===== src/rtl/mmio_bridge_pkg.sv =====
// Address map and decode helpers shared by the MMIO bridge files.
// Pure constants and a combinational decode function; no state.
package mmio_bridge_pkg;

  localparam int ADDR_W = 18;
  localparam int RAM_AW = 17;

  localparam logic [1:0]        IO_SEL_HI = 2'b11;
  localparam logic [ADDR_W-1:0] IO_BASE   = 18'h30000;
  localparam logic [ADDR_W-1:0] ADDR_UART = IO_BASE + 18'h0;
  localparam logic [ADDR_W-1:0] ADDR_CLK  = IO_BASE + 18'h4;

  typedef enum logic [1:0] {
    IO_NONE,
    IO_UART,
    IO_CLK,
    IO_OTHER
  } io_sel_e;

  // ADDR_CLK covers a 4-byte window; the low two bits pick the byte lane.
  function automatic io_sel_e io_decode(input logic [ADDR_W-1:0] a);
    io_sel_e sel;
    if (a[ADDR_W-1:ADDR_W-2] != IO_SEL_HI) sel = IO_NONE;
    else if (a == ADDR_UART)               sel = IO_UART;
    else if (a[ADDR_W-1:2] == ADDR_CLK[ADDR_W-1:2]) sel = IO_CLK;
    else                                   sel = IO_OTHER;
    return sel;
  endfunction

endpackage


===== src/rtl/mmio_bridge_if.sv =====
// CPU-side memory bus between the CPU core and the MMIO bridge.
// master = CPU, slave = bridge; read data returns one cycle after the address.
interface mmio_bridge_if;
  logic        rdy_in;
  logic [31:0] cpu_a;
  logic [7:0]  cpu_dout;
  logic        cpu_wr;
  logic [7:0]  cpu_din;
  logic        io_buffer_full;

  modport master (output rdy_in, cpu_a, cpu_dout, cpu_wr,
                  input  cpu_din, io_buffer_full);
  modport slave  (input  rdy_in, cpu_a, cpu_dout, cpu_wr,
                  output cpu_din, io_buffer_full);
endinterface


===== src/rtl/mmio_tx_fifo.sv =====
// Show-ahead byte FIFO: pop_dat is the head whenever empty is low.
// Latency: push visible at head the cycle after; push at full is refused unless popping.
module mmio_tx_fifo #(
  parameter int DEPTH = 16
) (
  input  logic                     clk_in,
  input  logic                     rst_in,
  input  logic                     push,
  input  logic [7:0]               push_dat,
  input  logic                     pop,
  output logic [7:0]               pop_dat,
  output logic                     full,
  output logic                     empty,
  output logic [$clog2(DEPTH):0]   count
);
  localparam int AW = $clog2(DEPTH);

  logic [7:0]    mem_q [DEPTH];
  logic [AW-1:0] wr_ptr_q, wr_ptr_d;
  logic [AW-1:0] rd_ptr_q, rd_ptr_d;
  logic [AW:0]   count_q, count_d;
  logic          do_push, do_pop;

  assign empty   = (count_q == '0);
  assign full    = (count_q == (AW+1)'(DEPTH));
  assign count   = count_q;
  assign pop_dat = mem_q[rd_ptr_q];

  assign do_pop  = pop & ~empty;
  assign do_push = push & (~full | do_pop);

  always_comb begin
    wr_ptr_d = wr_ptr_q + AW'(do_push);
    rd_ptr_d = rd_ptr_q + AW'(do_pop);
    count_d  = count_q + (AW+1)'(do_push) - (AW+1)'(do_pop);
  end

  always_ff @(posedge clk_in) begin
    if (rst_in) begin
      wr_ptr_q <= '0;
      rd_ptr_q <= '0;
      count_q  <= '0;
    end else begin
      wr_ptr_q <= wr_ptr_d;
      rd_ptr_q <= rd_ptr_d;
      count_q  <= count_d;
    end
  end

  always_ff @(posedge clk_in) begin
    if (do_push) mem_q[wr_ptr_q] <= push_dat;
  end

endmodule


===== src/rtl/mmio_bridge.sv =====
// CPU bus decode to RAM / UART TX FIFO / RX / cycle counter / stop latch; MMIO_CYCLE_SNAPSHOT_EN adds a coherent counter snapshot.
// Latency: read data 1 cycle after address; io_buffer_full back-pressures the CPU near TX full.
module mmio_bridge #(
  parameter int TX_DEPTH    = 16,
  parameter int FULL_MARGIN = 2
) (
  input  logic                clk_in,
  input  logic                rst_in,
  mmio_bridge_if.slave        cpu,
  output logic [16:0]         ram_a,
  output logic                ram_wr,
  output logic [7:0]          ram_dout,
  input  logic [7:0]          ram_din,
  output logic [7:0]          tx_data,
  output logic                tx_valid,
  input  logic                tx_ready,
  input  logic [7:0]          rx_data,
  input  logic                rx_valid,
  output logic                rx_pop,
  output logic                sim_stop,
  output logic                tx_overflow
);
  import mmio_bridge_pkg::*;

  localparam int CW = $clog2(TX_DEPTH) + 1;

  logic [ADDR_W-1:0] addr;
  logic [13:0]       unused_addr_hi;
  io_sel_e           io_sel;
  logic [1:0]        clk_k;
  logic [7:0]        clk_byte;

  logic              fifo_push, fifo_pop, fifo_full, fifo_empty;
  logic [CW-1:0]     fifo_count;
  logic              rx_pop_c;

  logic [31:0]       cnt_q, cnt_d;
  logic              sel_io_q, sel_io_d;
  logic [7:0]        io_rdata_q, io_rdata_d;
  logic              stop_pend_q, stop_pend_d;
  logic              sim_stop_q, sim_stop_d;
  logic              tx_overflow_q, tx_overflow_d;
`ifdef MMIO_CYCLE_SNAPSHOT_EN
  logic [31:0]       snap_q, snap_d;
`endif

  assign addr           = cpu.cpu_a[ADDR_W-1:0];
  assign unused_addr_hi = cpu.cpu_a[31:ADDR_W];
  assign io_sel         = io_decode(addr);
  assign clk_k          = addr[1:0];

  assign ram_a    = addr[RAM_AW-1:0];
  assign ram_dout = cpu.cpu_dout;
  assign ram_wr   = cpu.cpu_wr & (io_sel == IO_NONE) & cpu.rdy_in;

  assign cpu.cpu_din        = sel_io_q ? io_rdata_q : ram_din;
  assign cpu.io_buffer_full = (CW'(TX_DEPTH) - fifo_count) <= CW'(FULL_MARGIN);

  assign tx_valid    = ~fifo_empty;
  assign fifo_pop    = tx_valid & tx_ready;
  assign rx_pop      = rx_pop_c & ~rst_in;
  assign sim_stop    = sim_stop_q;
  assign tx_overflow = tx_overflow_q;

  // Byte 0 of the counter window captures the snapshot; upper bytes read it back.
`ifdef MMIO_CYCLE_SNAPSHOT_EN
  assign clk_byte = (clk_k == 2'd0) ? cnt_q[7:0] : snap_q[{clk_k, 3'b000} +: 8];
`else
  assign clk_byte = cnt_q[{clk_k, 3'b000} +: 8];
`endif

  always_comb begin
    cnt_d         = cnt_q + 32'd1;
    sel_io_d      = sel_io_q;
    io_rdata_d    = io_rdata_q;
    stop_pend_d   = stop_pend_q;
    sim_stop_d    = sim_stop_q | (stop_pend_q & fifo_empty);
    tx_overflow_d = tx_overflow_q;
    fifo_push     = 1'b0;
    rx_pop_c      = 1'b0;
`ifdef MMIO_CYCLE_SNAPSHOT_EN
    snap_d        = snap_q;
`endif
    if (cpu.rdy_in) begin
      sel_io_d   = (io_sel != IO_NONE);
      io_rdata_d = 8'h00;
      if (cpu.cpu_wr) begin
        // Zero bytes are padding from the firmware and never reach the UART.
        if (io_sel == IO_UART && cpu.cpu_dout != 8'h00 && !stop_pend_q) begin
          if (!fifo_full || fifo_pop) fifo_push = 1'b1;
          else                        tx_overflow_d = 1'b1;
        end
        if (io_sel == IO_CLK && clk_k == 2'd0) stop_pend_d = 1'b1;
      end else begin
        if (io_sel == IO_UART && rx_valid) begin
          io_rdata_d = rx_data;
          rx_pop_c   = 1'b1;
        end
        if (io_sel == IO_CLK) begin
          io_rdata_d = clk_byte;
`ifdef MMIO_CYCLE_SNAPSHOT_EN
          if (clk_k == 2'd0) snap_d = cnt_q;
`endif
        end
      end
    end
  end

  always_ff @(posedge clk_in) begin
    if (rst_in) begin
      cnt_q         <= '0;
      sel_io_q      <= 1'b0;
      io_rdata_q    <= '0;
      stop_pend_q   <= 1'b0;
      sim_stop_q    <= 1'b0;
      tx_overflow_q <= 1'b0;
`ifdef MMIO_CYCLE_SNAPSHOT_EN
      snap_q        <= '0;
`endif
    end else begin
      cnt_q         <= cnt_d;
      sel_io_q      <= sel_io_d;
      io_rdata_q    <= io_rdata_d;
      stop_pend_q   <= stop_pend_d;
      sim_stop_q    <= sim_stop_d;
      tx_overflow_q <= tx_overflow_d;
`ifdef MMIO_CYCLE_SNAPSHOT_EN
      snap_q        <= snap_d;
`endif
    end
  end

  mmio_tx_fifo #(.DEPTH(TX_DEPTH)) u_tx_fifo (
    .clk_in   (clk_in),
    .rst_in   (rst_in),
    .push     (fifo_push),
    .push_dat (cpu.cpu_dout),
    .pop      (fifo_pop),
    .pop_dat  (tx_data),
    .full     (fifo_full),
    .empty    (fifo_empty),
    .count    (fifo_count)
  );

endmodule

===== src/flat_wrapper.sv =====
// flat-port wrapper written by rule: the top's interface ports become plain ports
module mmio_bridge_flat import mmio_bridge_pkg::*;
#(
  parameter int TX_DEPTH    = 16,
  parameter int FULL_MARGIN = 2
)
  (clk_in, rst_in, ram_a, ram_wr, ram_dout, ram_din, tx_data, tx_valid, tx_ready, rx_data, rx_valid, rx_pop, sim_stop, tx_overflow, cpu_rdy_in, cpu_cpu_a, cpu_cpu_dout, cpu_cpu_wr, cpu_cpu_din, cpu_io_buffer_full);
  mmio_bridge_if cpu_i ();
  input  logic clk_in;
  input  logic rst_in;
  output logic [16:0] ram_a;
  output logic ram_wr;
  output logic [7:0] ram_dout;
  input  logic [7:0] ram_din;
  output logic [7:0] tx_data;
  output logic tx_valid;
  input  logic tx_ready;
  input  logic [7:0] rx_data;
  input  logic rx_valid;
  output logic rx_pop;
  output logic sim_stop;
  output logic tx_overflow;
  input wire logic [$bits(cpu_i.rdy_in)-1:0] cpu_rdy_in;
  input wire logic [$bits(cpu_i.cpu_a)-1:0] cpu_cpu_a;
  input wire logic [$bits(cpu_i.cpu_dout)-1:0] cpu_cpu_dout;
  input wire logic [$bits(cpu_i.cpu_wr)-1:0] cpu_cpu_wr;
  output wire logic [$bits(cpu_i.cpu_din)-1:0] cpu_cpu_din;
  output wire logic [$bits(cpu_i.io_buffer_full)-1:0] cpu_io_buffer_full;
  assign cpu_i.rdy_in = cpu_rdy_in;
  assign cpu_i.cpu_a = cpu_cpu_a;
  assign cpu_i.cpu_dout = cpu_cpu_dout;
  assign cpu_i.cpu_wr = cpu_cpu_wr;
  assign cpu_cpu_din = cpu_i.cpu_din;
  assign cpu_io_buffer_full = cpu_i.io_buffer_full;
  mmio_bridge #(.TX_DEPTH(TX_DEPTH), .FULL_MARGIN(FULL_MARGIN)) u_core (.clk_in(clk_in), .rst_in(rst_in), .cpu(cpu_i), .ram_a(ram_a), .ram_wr(ram_wr), .ram_dout(ram_dout), .ram_din(ram_din), .tx_data(tx_data), .tx_valid(tx_valid), .tx_ready(tx_ready), .rx_data(rx_data), .rx_valid(rx_valid), .rx_pop(rx_pop), .sim_stop(sim_stop), .tx_overflow(tx_overflow));
endmodule

===== config.mk =====
export PLATFORM = sky130hd
export DESIGN_NAME = mmio_bridge_flat
export DESIGN_NICKNAME = d
export VERILOG_FILES = /design/src/rtl/mmio_bridge_pkg.sv /design/src/rtl/mmio_bridge_if.sv /design/src/rtl/mmio_tx_fifo.sv /design/src/rtl/mmio_bridge.sv /design/src/flat_wrapper.sv
export SDC_FILE = /design/constraint.sdc
export NUM_CORES = 1
export LEC_CHECK = 0
export CORE_MARGIN = 10
export CORE_UTILIZATION = 45
export DETAILED_ROUTE_END_ITERATION = 6
export GPL_TIMING_DRIVEN = 0
export PLACE_DENSITY_LB_ADDON = 0.05
export SLEW_MARGIN = 25
export SYNTH_ARGS = -nofsm -noshare
export SYNTH_HDL_FRONTEND = slang
export SYNTH_SLANG_ARGS = --single-unit

===== constraint.sdc =====
create_clock -name clk_in -period 3.2 [get_ports clk_in]
set_clock_uncertainty 0.15 [all_clocks]
set_input_delay 0.32 -clock clk_in [delete_from_list [all_inputs] [get_ports clk_in]]
set_output_delay 0.32 -clock clk_in [all_outputs]
set_load 0.01 [all_outputs]

==> results.toml <==
[synthesis]
yosys_warnings = 0
synth_top_cells_by_count = "128 x sky130_fd_sc_hd__edfxtp_1, 57 x sky130_fd_sc_hd__dfxtp_1, 48 x sky130_fd_sc_hd__mux4_2"
synth_fp_nets = 661
synth_area_leader_cell = "sky130_fd_sc_hd__edfxtp_1"
synthDistinctLibCells = 53
ys_top_cells_by_area = "sky130_fd_sc_hd__edfxtp_1 46%, sky130_fd_sc_hd__dfxtp_1 14%, sky130_fd_sc_hd__mux4_2 13%, sky130_fd_sc_hd__ha_1 2.4%, sky130_fd_sc_hd__buf_4 2.2%"
netlist.area_leader.share_pct = 45.88
synth_seq_area_share_pct = 59.50
synth_cells = 582
ys_async_sr_fraction_pct = 0
post_synthesis_sequential_element_count = 185
synthMostInstantiatedCell = "sky130_fd_sc_hd__edfxtp_1"
syn-cell-area_sq_um = 8378
ys.flop_type = "sky130_fd_sc_hd__edfxtp_1"
avgSynthCellArea_sq_um = 14.40
synth-edff-count = 128

[die]
die_h_um = 156.4
die_x_extent_um = 156.4
floorplan.io_pins = 109
placeableCoreArea_sq_um = 18150
die_area_sq_um = 24480
core.rowCount = 49
start_util_pct = 46.17

[layout]
layout.filler_cells = 1479
layout-area-overhead-vs-synth_pct = 25.24
antennaDiodeCount = 0
post_layout_nonfiller_instances = 951
design_area_sq_um = 10490
drive_gt1_share_pct = 25.62
fin_nets = 788

[routing]
detail_route.wirelength_um = 20860
drt_pass1_iterations = 5
detail_route.iter0.violations = 392
route.vias.total = 5304
route.detailed.vias_per_inst = 5.577
detail_route.drc_violations = 0
postRouteAntennaNets = 0
avgRoutedWirePerCell_um = 21.93

[power_and_ir_drop]
comb_power_share_pct = 22.6
switching_share_pct = 27.91
p_per_area_nw_per_um2 = 587.6
p_leak_nw = 3.491
power.clock.fraction_pct = 34.3
power.total_mw = 6.165
power.ir.vdd_worst_uv = 375.7
p_int_mw = 4.444
netSwitchingPower_mw = 1.721
share_seq_of_total_power_pct = 43.1

[critical_path]
criticalPathCategory = "reg2out"
ff2ff_path_depth = 15
r2r-end = "u_core.u_tx_fifo.count[4]"
critical_path_arrival_ps = 2650
critical_path_peak_fanout = 10
worstPathRequired_ps = 2730
reg2reg_from = "u_core.u_tx_fifo.count[1]"
endpoint_kind = "output pin"
regToRegSetupSlack_ps = 200
startpoint_type = "flip-flop"

[sta]
count_of_endpoints_failing_setup_in_the_final_report = 0
setup-tns-final_ps = 0
clock.fmax_mhz = 320.8
tightestPinTransition_ps = 968.8
final_period_minus_worst_setup_slack_ps = 3117
worst_slew_margin_rel_pct = 35.17
maxSlewViolCount = 0
fin_crit_sh_pct = 97.41
final_hold_vios = 0
timing.hold.ws_ps = 281.1

[placement]
dp_hpwl_um = 15280
place.gp.congestion = 0.8537
detailed_place.area_sq_um = 9692
io_buffer_count = 93
dpl.cell_count = 911

[grt]
grt_pass1_vias = 5527
grt_pass1_wl_um = 31770
grt_overflow_total = 0
grt_max_degree = 22
antenna_found_initial = 0
grtUsageTotal_pct = 17.22

[clocking]
worstSkewPairLatency_ps = 430
clock_sink_count = 185
cts_root_buf = "sky130_fd_sc_hd__clkbuf_16"
clk_path_buf_depth = 2
total_clock_buffers_created_by_cts = 17
post_cts_hold_buffer_count = 0
clkTransAtPathRegs_ps = 70
clock_tree.htree_level_count = 4
cts_tree = "built"

[hold_path]
timing.hold.worst_path_depth = 3
hold_end = "u_core.io_rdata_q[7]"
worst_hold_path_type = "in2reg"
holdCritStartpoint = "rx_valid"

[flow_run]
maxCapViolCount = 0

[run_status]
run_status = "completed"
-- what timing repair did --
item / CTS / global route
setup endpoints to repair: 72 / 1
cloned: 0 / 0
setup buffers: 5 / 5
gates resized for setup: 36 / 12
pin swaps: 2 / 5
-- logic make-up after synthesis --
logic type	Yosys count	share of synthesized area, %
flip-flops	185	59.50
buffers and inverters	77	4.839
adder cells (fa/ha/maj)	17	2.628
multiplexers	63	14.92
AO/OA/AOI/OAI	51	4.062
XOR/XNOR	19	1.986
AND/OR/NAND/NOR	170	12.07
-- placed cells by master (no fill, tap or decap), types with 12 or more instances in the layout --
cell                              netlist  routed
sky130_fd_sc_hd__clkbuf_16              0      17
sky130_fd_sc_hd__clkdlybuf4s50_1        0      85
sky130_fd_sc_hd__buf_4                 25      37
sky130_fd_sc_hd__nand3_1               17      17
sky130_fd_sc_hd__nor2b_1               20      19
sky130_fd_sc_hd__edfxtp_1             128     128
sky130_fd_sc_hd__nor2_1                39      37
sky130_fd_sc_hd__mux4_2                48      48
sky130_fd_sc_hd__inv_1                 23      22
sky130_fd_sc_hd__ha_1                  16      12
sky130_fd_sc_hd__dfxtp_1               57      52
sky130_fd_sc_hd__a21oi_1               16      16
sky130_fd_sc_hd__mux2_2                15      15
-- stage by stage --
step / setup slack [ps] / utilization (%)
after floorplan: 60.72 / -
after global placement: -1598 / 52.88
after detailed placement: -774.3 / 53.41
after CTS: 2.693 / 57.33
after global routing: -3.691 / 57.82
final: 82.73 / 57.82
-- worst max-delay path by stage --
stage	cells past startpoint	slack, ps	endpoint	from
2_1_floorplan	15	60	u_core.u_tx_fifo.count[4]	u_core.u_tx_fifo.count[1]
3_3_place_gp	5	-1600	u_core.u_tx_fifo.mem_q[0][6]	cpu_cpu_dout[1]
3_5_place_dp	12	-770	u_core.u_tx_fifo.count[4]	cpu_cpu_dout[1]
4_1_cts	15	3	u_core.u_tx_fifo.count[4]	u_core.u_tx_fifo.count[0]
5_1_grt	4	-4	tx_data[1]	u_core.u_tx_fifo.rd_ptr_q[1]
6_report	4	80	tx_data[1]	u_core.u_tx_fifo.rd_ptr_q[0]
-- flip-flops by register name (all words and copies together), names as in the netlist --
signal,cells
u_core.u_tx_fifo.mem_q,128
u_core.cnt_q,32
u_core.io_rdata_q,8
u_core.u_tx_fifo.count,5
u_core.u_tx_fifo.rd_ptr_q,4
u_core.u_tx_fifo.wr_ptr_q,4
u_core.sel_io_q,1
u_core.sim_stop,1
u_core.stop_pend_q,1
u_core.tx_overflow,1
-- final cells by class --
type	instances	area [sq um]	share of cell area, %
well taps	229	286.5	2.731
clock inverters	15	183.9	1.753
plain buffers	52	361.6	3.446
clock buffers	17	425.4	4.054
multi-input cells	320	3103	29.57
inverters	23	86.33	0.8228
flip-flops and latches	185	4994	47.59
repair buffers	110	1052	10.03
-- critical path: stages (launching register included) --
cell and delay [ps]:
sky130_fd_sc_hd__dfxtp_4 420, sky130_fd_sc_hd__buf_8 200, sky130_fd_sc_hd__mux4_2 570, sky130_fd_sc_hd__mux4_2 510, sky130_fd_sc_hd__clkdlybuf4s50_1 510
-- metal layers --
| metal | global-route usage, % | wire length (um) |
|---|---|---|
| met5 | 0 | 0 |
| met4 | 5.124 | 251 |
| met3 | 2.988 | 686 |
| met2 | 31.78 | 11600 |
| met1 | 19.97 | 8323 |
-- power by group through the flow --
stage / Sequential (mW) / Combinational [mW] / Clock [mW]
finish: 2.66 / 1.39 / 2.11
detailed placement: 2.69 / 1.30 / 0
global placement: 2.68 / 1.28 / 0
CTS: 2.66 / 1.36 / 2.15
floorplan: 2.68 / 0.823 / 0
global route: 2.67 / 1.53 / 2.25
No activity file was read; power rests on OpenSTA's default activity.
